File: config.mk
export PLATFORM = sky130hd
export DESIGN_NAME = pipe_skid_stage_flat
export DESIGN_NICKNAME = d
export VERILOG_FILES = /design/src/rtl/pipe_skid_stage_pkg.sv /design/src/rtl/pipe_skid_stage_if.sv /design/src/rtl/pipe_skid_entry.sv /design/src/rtl/pipe_skid_stage.sv /design/src/flat_wrapper.sv
export SDC_FILE = /design/constraint.sdc
export NUM_CORES = 1
export LEC_CHECK = 0
export ABC_AREA = 1
export CAP_MARGIN = 25
export CORE_MARGIN = 4
export CORE_UTILIZATION = 42
export CTS_CLUSTER_SIZE = 10
export DETAILED_ROUTE_END_ITERATION = 10
export PLACE_DENSITY = 0.91
export SLEW_MARGIN = 30
export SYNTH_ARGS = -nofsm -noshare
export SYNTH_HDL_FRONTEND = slang
export SYNTH_SLANG_ARGS = --single-unit
File: constraint.sdc
create_clock -name clk -period 2.4 [get_ports clk]
set_input_delay 0.48 -clock clk [delete_from_list [all_inputs] [get_ports clk]]
set_output_delay 0.48 -clock clk [all_outputs]
set_load 0.01 [all_outputs]
File: src/rtl/pipe_skid_stage_pkg.sv
// Shared pipeline definitions: stage occupancy encoding and the RV32 NOP bubble payload.
package pipe_skid_stage_pkg;

  typedef enum logic [1:0] {
    StEmpty = 2'd0,
    StOne   = 2'd1,
    StFull  = 2'd2
  } pipe_state_e;

  localparam logic [31:0] RV32_NOP = 32'h0000_0013;

endpackage

File: src/rtl/pipe_skid_stage_if.sv
// Handshake bundle for pipe_skid_stage: upstream offer, downstream presentation, flush, occupancy.
interface pipe_skid_stage_if #(
  parameter int unsigned DATA_W = 32,
  parameter int unsigned CTRL_W = 8
);
  logic              flush_i;
  logic              in_valid_i;
  logic              in_ready_o;
  logic [DATA_W-1:0] in_data_i;
  logic [CTRL_W-1:0] in_ctrl_i;
  logic              out_valid_o;
  logic              out_ready_i;
  logic [DATA_W-1:0] out_data_o;
  logic [CTRL_W-1:0] out_ctrl_o;
  logic [1:0]        occupancy_o;

  modport master (
    output flush_i, in_valid_i, in_data_i, in_ctrl_i, out_ready_i,
    input  in_ready_o, out_valid_o, out_data_o, out_ctrl_o, occupancy_o
  );

  modport slave (
    input  flush_i, in_valid_i, in_data_i, in_ctrl_i, out_ready_i,
    output in_ready_o, out_valid_o, out_data_o, out_ctrl_o, occupancy_o
  );
endinterface

File: src/rtl/pipe_skid_entry.sv
// One held pipeline entry ({ctrl, data}): load on en, return to the bubble value on clr or reset.
module pipe_skid_entry #(
  parameter int unsigned      WIDTH   = 40,
  parameter logic [WIDTH-1:0] RST_VAL = '0
) (
  input  logic             clk,
  input  logic             rst_n,
  input  logic             en,
  input  logic             clr,
  input  logic [WIDTH-1:0] d,
  output logic [WIDTH-1:0] q
);

  always_ff @(posedge clk or negedge rst_n) begin
    if (!rst_n) begin
      q <= RST_VAL;
    end else if (clr) begin
      q <= RST_VAL;
    end else if (en) begin
      q <= d;
    end
  end

endmodule

File: src/rtl/pipe_skid_stage.sv
// Pipeline stage with optional skid buffer. Define PIPE_SKID_STAGE_SKID_EN for the two-entry,
// registered-ready variant; otherwise a single entry with combinational ready.
module pipe_skid_stage
  import pipe_skid_stage_pkg::*;
#(
  parameter int unsigned       DATA_W   = 32,
  parameter int unsigned       CTRL_W   = 8,
  parameter logic [DATA_W-1:0] NOP_DATA = DATA_W'(RV32_NOP)
) (
  input logic         clk,
  input logic         rst_n,
  pipe_skid_stage_if.slave bus
);

  localparam int unsigned W = CTRL_W + DATA_W;
  localparam logic [W-1:0] NOP_ENTRY = {{CTRL_W{1'b0}}, NOP_DATA};

  pipe_state_e state_q, state_d;
  logic in_ready, out_valid, in_fire, out_fire;
  logic main_en, main_clr;
  logic [W-1:0] in_entry, main_d, main_q;

  assign in_entry  = {bus.in_ctrl_i, bus.in_data_i};
  assign out_valid = (state_q != StEmpty);
  assign in_fire   = bus.in_valid_i & in_ready & ~bus.flush_i;
  assign out_fire  = out_valid & bus.out_ready_i;

`ifdef PIPE_SKID_STAGE_SKID_EN
  logic skid_en, skid_clr, main_from_skid, ready_q;
  logic [W-1:0] skid_q;

  assign main_d = main_from_skid ? skid_q : in_entry;

  // Ready is registered from the next state so it never depends on out_ready_i this cycle.
  always_ff @(posedge clk or negedge rst_n) begin
    if (!rst_n) begin
      ready_q <= 1'b0;
    end else begin
      ready_q <= (state_d != StFull);
    end
  end
  assign in_ready = ready_q;

  pipe_skid_entry #(
    .WIDTH  (W),
    .RST_VAL(NOP_ENTRY)
  ) u_skid (
    .clk  (clk),
    .rst_n(rst_n),
    .en   (skid_en),
    .clr  (skid_clr),
    .d    (in_entry),
    .q    (skid_q)
  );
`else
  logic alive_q;

  assign main_d = in_entry;

  // Holds ready low through reset and until the first edge after release.
  always_ff @(posedge clk or negedge rst_n) begin
    if (!rst_n) begin
      alive_q <= 1'b0;
    end else begin
      alive_q <= 1'b1;
    end
  end
  assign in_ready = alive_q & (~out_valid | bus.out_ready_i);
`endif

  always_comb begin
    state_d  = state_q;
    main_en  = 1'b0;
    main_clr = 1'b0;
`ifdef PIPE_SKID_STAGE_SKID_EN
    skid_en        = 1'b0;
    skid_clr       = 1'b0;
    main_from_skid = 1'b0;
`endif
    if (bus.flush_i) begin
      state_d  = StEmpty;
      main_clr = 1'b1;
`ifdef PIPE_SKID_STAGE_SKID_EN
      skid_clr = 1'b1;
`endif
    end else begin
      case (state_q)
        StEmpty: begin
          if (in_fire) begin
            main_en = 1'b1;
            state_d = StOne;
          end
        end
        StOne: begin
          if (in_fire && out_fire) begin
            main_en = 1'b1;
`ifdef PIPE_SKID_STAGE_SKID_EN
          end else if (in_fire) begin
            skid_en = 1'b1;
            state_d = StFull;
`endif
          end else if (out_fire) begin
            main_clr = 1'b1;
            state_d  = StEmpty;
          end
        end
`ifdef PIPE_SKID_STAGE_SKID_EN
        StFull: begin
          if (out_fire) begin
            main_en        = 1'b1;
            main_from_skid = 1'b1;
            skid_clr       = 1'b1;
            state_d        = StOne;
          end
        end
`endif
        default: begin
          state_d  = StEmpty;
          main_clr = 1'b1;
        end
      endcase
    end
  end

  always_ff @(posedge clk or negedge rst_n) begin
    if (!rst_n) begin
      state_q <= StEmpty;
    end else begin
      state_q <= state_d;
    end
  end

  pipe_skid_entry #(
    .WIDTH  (W),
    .RST_VAL(NOP_ENTRY)
  ) u_main (
    .clk  (clk),
    .rst_n(rst_n),
    .en   (main_en),
    .clr  (main_clr),
    .d    (main_d),
    .q    (main_q)
  );

  assign bus.in_ready_o  = in_ready;
  assign bus.out_valid_o = out_valid;
  assign bus.out_data_o  = main_q[DATA_W-1:0];
  assign bus.out_ctrl_o  = main_q[W-1:DATA_W];
  assign bus.occupancy_o = state_q;

endmodule
File: src/flat_wrapper.sv
// flat-port wrapper written by rule: the top's interface ports become plain ports
module pipe_skid_stage_flat import pipe_skid_stage_pkg::*;
#(
  parameter int unsigned       DATA_W   = 32,
  parameter int unsigned       CTRL_W   = 8,
  parameter logic [DATA_W-1:0] NOP_DATA = DATA_W'(RV32_NOP)
)
  (clk, rst_n, bus_flush_i, bus_in_valid_i, bus_in_data_i, bus_in_ctrl_i, bus_out_ready_i, bus_in_ready_o, bus_out_valid_o, bus_out_data_o, bus_out_ctrl_o, bus_occupancy_o);
  pipe_skid_stage_if #(.DATA_W(DATA_W), .CTRL_W(CTRL_W)) bus_i ();
  input logic clk;
  input logic rst_n;
  input wire logic [$bits(bus_i.flush_i)-1:0] bus_flush_i;
  input wire logic [$bits(bus_i.in_valid_i)-1:0] bus_in_valid_i;
  input wire logic [$bits(bus_i.in_data_i)-1:0] bus_in_data_i;
  input wire logic [$bits(bus_i.in_ctrl_i)-1:0] bus_in_ctrl_i;
  input wire logic [$bits(bus_i.out_ready_i)-1:0] bus_out_ready_i;
  output wire logic [$bits(bus_i.in_ready_o)-1:0] bus_in_ready_o;
  output wire logic [$bits(bus_i.out_valid_o)-1:0] bus_out_valid_o;
  output wire logic [$bits(bus_i.out_data_o)-1:0] bus_out_data_o;
  output wire logic [$bits(bus_i.out_ctrl_o)-1:0] bus_out_ctrl_o;
  output wire logic [$bits(bus_i.occupancy_o)-1:0] bus_occupancy_o;
  assign bus_i.flush_i = bus_flush_i;
  assign bus_i.in_valid_i = bus_in_valid_i;
  assign bus_i.in_data_i = bus_in_data_i;
  assign bus_i.in_ctrl_i = bus_in_ctrl_i;
  assign bus_i.out_ready_i = bus_out_ready_i;
  assign bus_in_ready_o = bus_i.in_ready_o;
  assign bus_out_valid_o = bus_i.out_valid_o;
  assign bus_out_data_o = bus_i.out_data_o;
  assign bus_out_ctrl_o = bus_i.out_ctrl_o;
  assign bus_occupancy_o = bus_i.occupancy_o;
  pipe_skid_stage #(.DATA_W(DATA_W), .CTRL_W(CTRL_W), .NOP_DATA(NOP_DATA)) u_core (.clk(clk), .rst_n(rst_n), .bus(bus_i));
endmodule
# After elaboration in Yosys (flattened, before gate mapping)
# Cells that the tools add are included.
[word_totals] ff_bits=43 inputBits=45
[classes] n_bitwise=7 n_mux=15 n_reduce_logical=5 eq_ne=4
[ops] op="40-bit two-way mux" n=2
[ops] op="2-bit two-way mux" n=4
[ops] op="1-bit two-way mux" n=6
[ops] op="3-bit by 2-bit != test with 1-bit output, second input constant" n=2
[ops] op="1-bit AND" n=4
[ops] op="1-bit case mux with 2 select lines" n=2
[ops] op="2-bit case mux with 2 select lines" n=1
[ops] op="2-bit nonzero test" n=2
[ops] op="3-bit != test, second input constant" n=1
[ops] op="3-bit AND reduction" n=1
[ops] op="2-bit by 1-bit == test with 1-bit output, second input constant" n=1
[ops] op="2-bit zero test" n=1
[ops] op="1-bit NOT" n=2
[ops] op="1-bit logical AND" n=1
[ops] op="1-bit bitwise OR" n=1

# Depth between registers and ports, before layout
# Gate-level depths: netlist (run 1).
[depth] word_depth=12 depth_mapped=7 ltp_nobuf=6

# Modules after synthesis
# A second synthesis (run 1) with hierarchy kept.
[hier_totals] cells_unflattened=194 hier_area_um2=1899.3
[modules_own_cells] mod="pipe_skid_entry" cells_per_inst=174 area_per_inst_um2=1762.9 n_inst=1 seq_area_each_um2=1004.7
[modules_own_cells] mod="pipe_skid_stage" cells_per_inst=20 area_per_inst_um2=136.4 n_inst=1 seq_area_each_um2=50.0

# Worst setup path before layout (run 1)
# Ideal clock, no wire load.
[synth_path] path_type="input to output" startpoint="input bus_out_ready_i" endpoint="output bus_in_ready_o" cell_stages=2 t_required_ns=1.920 arrival_time_ns=0.885 path_slack_ns=1.035 path_cell_list="inv_2 -> a21boi_0"
[synth_via] elab_chain_len=2
[synth_rtl] element="start, declared" line="flat_wrapper.sv:16" source="input wire logic [$bits(bus_i.out_ready_i)-1:0] bus_out_ready_i;"
[synth_rtl] element="1-bit bitwise OR" line="pipe_skid_stage.sv:68" source="assign in_ready = alive_q & (~out_valid | bus.out_ready_i);"
[synth_rtl] element="1-bit AND" line="pipe_skid_stage.sv:68"
[synth_rtl] element="end, declared" line="flat_wrapper.sv:17" source="output wire logic [$bits(bus_i.in_ready_o)-1:0] bus_in_ready_o;"
# No other way between the ends.

# Worst setup path after layout (run 1)
# Ends and elaborated chain as after synthesis.

==> results.cfg, run 1 <==
[layout]
area_growth_pct = 57.0
nets = 326
drive_above_1_share_pct = 7.12
n_fill_cell = 336
seq_area_sq_um = 1050
multi_input_comb_area_sq_um = 568
fin_util_pct = 68.0
n_antenna_cell = 0

[global_routing]
grt.total_usage_pct = 18.8
antenna_found_initial = 0
grt_overflow = 0
grt_pass1_vias = 1680
grt_pass1_wl_mm = 7.54
grt_max_degree = 43

[sta]
finalClockSkew_ps = 2.21
worstMarginPinSlew_ps = 520
finalSetupTns_ps = 0
slew_headroom_pct = 65.3
layout_min_cycle_time_ps = 2310
finalMaxSlewViolations = 0
hold_viol = 0
rsz0062_at_grt = false
setup_violations = 0
fin_crit_sh_pct = 96.3
max_freq_mhz = 433

[route]
vias = 1580
drcViolationCount = 0
firstDrtPassIters = 4
wire_per_inst_um = 13.4
final_antenna_net_count = 0
totalWireLength_mm = 4.45
drt_iter0_markers = 99
drt-vias-per-instance = 4.77

[clock_network]
cts.hold.buffers_added = 0
clockBufferDepth = 2
cts_resized = 0
clockRootBuffer = clkbuf_8
clk_pin_slew_ps = 70
post-cts-setup-buffer-count = 0
htreeDepth = 2
cts_sinks = 42
cts_tree = built
cts_made_buffers = 5
clk_latency_ps = 280

[synthesis]
yosys_warnings = 0
synth_cell_types = 15
synth-seq-area-share_pct = 60.9
synth_nets = 238
syn_inst = 193
netlist_area_sq_um = 1730
ys_ff_latch = 42
avgSynthCellArea_sq_um = 8.98

[place]
gp_congestion = 0.696
post-dp-hpwl_mm = 3.27
io_buffers = 87

[worst_setup_path]
rrSetupSlack_ps = 1080
r2r-end = u_core.u_main.q[25]
path_depth = 4
worstPathMaxFanout = 2
path_cells = clkdlybuf4s50_1 > inv_2 > a21boi_0 > clkdlybuf4s50_1
crit_path_top_delay_cell = clkdlybuf4s50_1
endpoint_kind = output pin
r2r-start = u_core.bus.occupancy_o[0]
path_class = in2out
critical-path-top-delay-family = buffers and inverters
worstPathRequired_ps = 1920
worst-path-buf-inv = 3
critPathMaxStageDelay_ps = 590
reg2reg_depth = 6
crit_top_cell = clkdlybuf4s50_1
start_kind = input pin
critPathArrivalTime_ps = 1830

[hold_path]
hold_class = in2async

[pwr]
vdd_drop_max_v = 0.000348
p_leak_nw = 1.36
powerDensity_nw_per_um2 = 530

[floorplan]
ios = 89
core_sq_um = 4000
placementRows = 23
dieWidth_um = 72.2
initial_core_util_pct = 43.3
dieHeight_um = 72.2
die_area_sq_um = 5220

[flow_run]
cap_violations = 0

[run_status]
status = finished, final reports clean
==> where the power goes <==
part           internal (mW)  total (mW)  switching [mW]
Sequential             0.745       0.765          0.0204
Combinational          0.151       0.264           0.113
Clock                  0.200       0.415           0.214
Total                   1.10        1.44           0.348
==> synthesized netlist by cell type <==
cell      instances  area share (%)
a21boi_0          1            0.43
a21oi_1           1            0.29
buf_1             1            0.22
buf_2             4             1.2
buf_4             5             2.2
buf_6             3             1.9
conb_1            2            0.43
dfrtp_1          39              56
dfstp_2           3             4.5
inv_1             5             1.1
inv_2             2            0.43
nand2_1          82              18
nand2_2           1            0.36
nand3_1          42              12
nand4_1           2            0.72
==> state kept, by name, indices dropped and copies added (netlist names) <==
signal                  count
u_core.bus.occupancy_o      1
u_core.u_main.q            40
u_core.alive_q              1
==> metrics by stage <==
| step | worst slack [ps] | hold WS, ps | instance area [sq um] | power (mW) | cells |
|---|---|---|---|---|---|
| after floorplan | 1040 | 184 | 1730 | 0.867 | 193 |
| after global placement | 94.9 | 492 | 2640 | 1.04 | 324 |
| after detailed placement | 97.5 | 496 | 2640 | 1.05 | 324 |
| after CTS | 96.8 | 356 | 2720 | 1.47 | 331 |
| after global routing | 28.8 | 211 | 2720 | 1.52 | 331 |
| final | 88.6 | 167 | 2720 | 1.44 | 331 |
==> layout make-up <==
type / count / area share, %
Sequential cell: 42 / 38.8
Timing Repair Buffer: 94 / 34.3
Multi-Input combinational cell: 131 / 20.9
Clock buffer: 7 / 2.80
Tap cell: 50 / 2.30
Inverter: 7 / 0.966
==> cells in the final DEF (no fill, tap or decap) <==
cell type / count
clkbuf_1: 2
a21oi_4: 1
nand2_2: 1
a21boi_0: 1
dfrtp_1: 39
inv_2: 2
buf_12: 1
clkdlybuf4s50_1: 86
dfstp_2: 3
nand2_1: 82
nand3_1: 42
conb_1: 2
inv_1: 5
clkbuf_8: 5
nand4_1: 2
buf_4: 7
==> kinds of logic after synthesis <==
group | synth area share [%]
compound gates | 0.722
buf+inv | 7.00
flops | 60.9
other cells | 0.433
simple gates | 31.0
==> metal layers <==
metal  vias up  global-route usage, %  share of wire (%)  wire [um]
li1        787                      -                  -          -
met1       730                   22.1                 40       1770
met2        57                   32.5                 51       2290
met3         6                   5.96                7.5        333
met4         0                   5.85                1.3         60
met5         -                      0                  0          0
==> worst max path at each step <==
stage | startpoint | to | slack [ps]
2_1_floorplan | bus_out_ready_i | bus_in_ready_o | 1040
3_3_place_gp | bus_out_ready_i | bus_in_ready_o | 90
3_5_place_dp | bus_out_ready_i | bus_in_ready_o | 100
4_1_cts | bus_out_ready_i | bus_in_ready_o | 100
5_1_grt | bus_out_ready_i | bus_in_ready_o | 30
6_report | bus_out_ready_i | bus_in_ready_o | 90
==> worst reg2reg max path, cell delays in order, from the launching register on <==
cell	delay (ps)
dfrtp_1	460
nand2_2	130
nand4_1	120
inv_2	200
buf_12	200
nand2_1	80
nand2_1	70
No activity file was read; power rests on OpenSTA's default activity.
==> run 2: changes to the inputs <==
Settings changed: CORE_UTILIZATION 42 to 44, CTS_BUF_LIST set to sky130_fd_sc_hd__clkbuf_8, PLACE_DENSITY 0.91 to 0.95.
==> run 2 against run 1 <==
Clock power up 25%; sequential share of layout area shrank 0.11 points; count of clock-buffer cells in the layout down 2; critical path depth is the same; combinational power is essentially flat; non-clock buffer count down 1; die area is 4.1% lower; utilization grew 4.9 points; worst hold slack gained 2.8 ps; critical endpoint unchanged; highest routed layer unchanged; wire length rose by 1.8%.
==> results.cfg, run 2 (synthesis results as in run 1) <==
[sta]
fin_crit_sh_pct = 95.9
worstMarginPinSlew_ps = 615
hold_viol = 0
worst_slack_ps = 98.7
layout_min_cycle_time_ps = 2300
finalClockSkew_ps = 7.04
rsz0062_at_grt = false
finalMaxSlewViolations = 0
slew_headroom_pct = 59.0
max_freq_mhz = 435
setup_violations = 0
finalSetupTns_ps = 0

[route]
totalWireLength_mm = 4.53
final_antenna_net_count = 0
vias = 1594
firstDrtPassIters = 4
drt-vias-per-instance = 4.84
drt_iter0_markers = 103
drcViolationCount = 0
wire_per_inst_um = 13.8

[clock_network]
cts_made_buffers = 5
clockBufferDepth = 2
clk_pin_slew_ps = 70
cts_tree = built
cts.hold.buffers_added = 0
cts_sinks = 42
post-cts-setup-buffer-count = 0
htreeDepth = 2
clockRootBuffer = clkbuf_8
clk_latency_ps = 280
cts_resized = 0

[worst_setup_path]
critPathArrivalTime_ps = 1820
path_class = in2out
worstPathRequired_ps = 1920
endpoint_kind = output pin
r2r-start = u_core.bus.occupancy_o[0]
reg2reg_depth = 5
rrSetupSlack_ps = 930
worstPathMaxFanout = 2
start_kind = input pin
r2r-end = u_core.u_main.q[33]

[layout]
top_register = u_core.u_main.q
final_common_cell = clkdlybuf4s50_1
n_fill_cell = 284
nets = 325
stdcell_count = 329
area_growth_pct = 57.5
n_antenna_cell = 0
drive_above_1_share_pct = 7.12
final_cell_mix = clkdlybuf4s50_1 (86), nand2_1 (82), nand3_1 (42)
largest_reg_flops = 40
final_area_sq_um = 2730

[floorplan]
placementRows = 22
dieWidth_um = 70.8
core_sq_um = 3740
dieHeight_um = 70.8
initial_core_util_pct = 46.3
die_area_sq_um = 5010
ios = 89

[flow_run]
cap_violations = 0

[global_routing]
grt_pass1_wl_mm = 7.34
grt_overflow = 0
antenna_found_initial = 0
grt_pass1_vias = 1623
grt.total_usage_pct = 18.2
grt_max_degree = 43

[place]
dpl.cell_count = 321
gp_congestion = 0.759
io_buffers = 87
dp_slack_ps = 82.3
place_area_sq_um = 2620
post-dp-hpwl_mm = 3.32

[pwr]
p_leak_nw = 1.37
vdd_drop_max_v = 0.000390
powerDensity_nw_per_um2 = 566

[hold_path]
hold_class = in2async

[run_status]
status = finished, final reports clean
-- run 2: cell count changes in the layout (fill, tap and decap cells not counted), sizes merged --
cell,change
buf,-1
bufinv,+1
clkbuf,-2
inv,+2
-- run 2: worst max-delay path, cell delays in order --
cell and delay (ps):
clkdlybuf4s50_1 500, inv_2 50, a21boi_0 210, clkdlybuf4s50_1 590
-- run 2: power breakdown --
group	switching (mW)	total, mW	internal (mW)	leakage (nW)
Sequential	0.0210	0.766	0.745	0.559
Clock	0.215	0.518	0.303	0.0607
Combinational	0.114	0.262	0.149	0.754
-- run 2: worst max path at each step --
| stage | start | endpoint | cells past startpoint |
|---|---|---|---|
| global placement | bus_out_ready_i | bus_in_ready_o | 4 |
| finish | bus_out_ready_i | bus_in_ready_o | 4 |
| floorplan | bus_out_ready_i | bus_in_ready_o | 2 |
| detailed placement | bus_out_ready_i | bus_in_ready_o | 4 |
| global route | bus_out_ready_i | bus_in_ready_o | 4 |
| CTS | bus_out_ready_i | bus_in_ready_o | 4 |
-- run 2: cell type report --
cell class	count	area, sq um	share of cell area, %
Sequential cell	42	1050	38.7
Timing Repair Buffer	93	913	33.5
Multi-Input combinational cell	131	568	20.8
Clock buffer	5	68.8	2.52
Tap cell	48	60.1	2.20
Clock inverter	3	37.5	1.38
Inverter	7	26.3	0.963
-- run 2: through the flow --
step	hold slack, ps	utilization [%]	power (mW)
after detailed placement	494	70.0	1.04
after CTS	339	72.8	1.57
after global routing	197	72.9	1.62
after floorplan	184	-	0.867
final	170	72.9	1.55
after global placement	492	70.0	1.04
-- run 2: metal layers --
layer  vias to the layer above  share of wire, %  GRT usage [%]  wire length (um)
li1                        781                 -              -                 -
met5                         -                 0              0                 0
met2                        55                51           32.1              2320
met4                         0              0.20           4.18                 9
met1                       756                42           21.4              1900
met3                         2               6.6           6.39               300
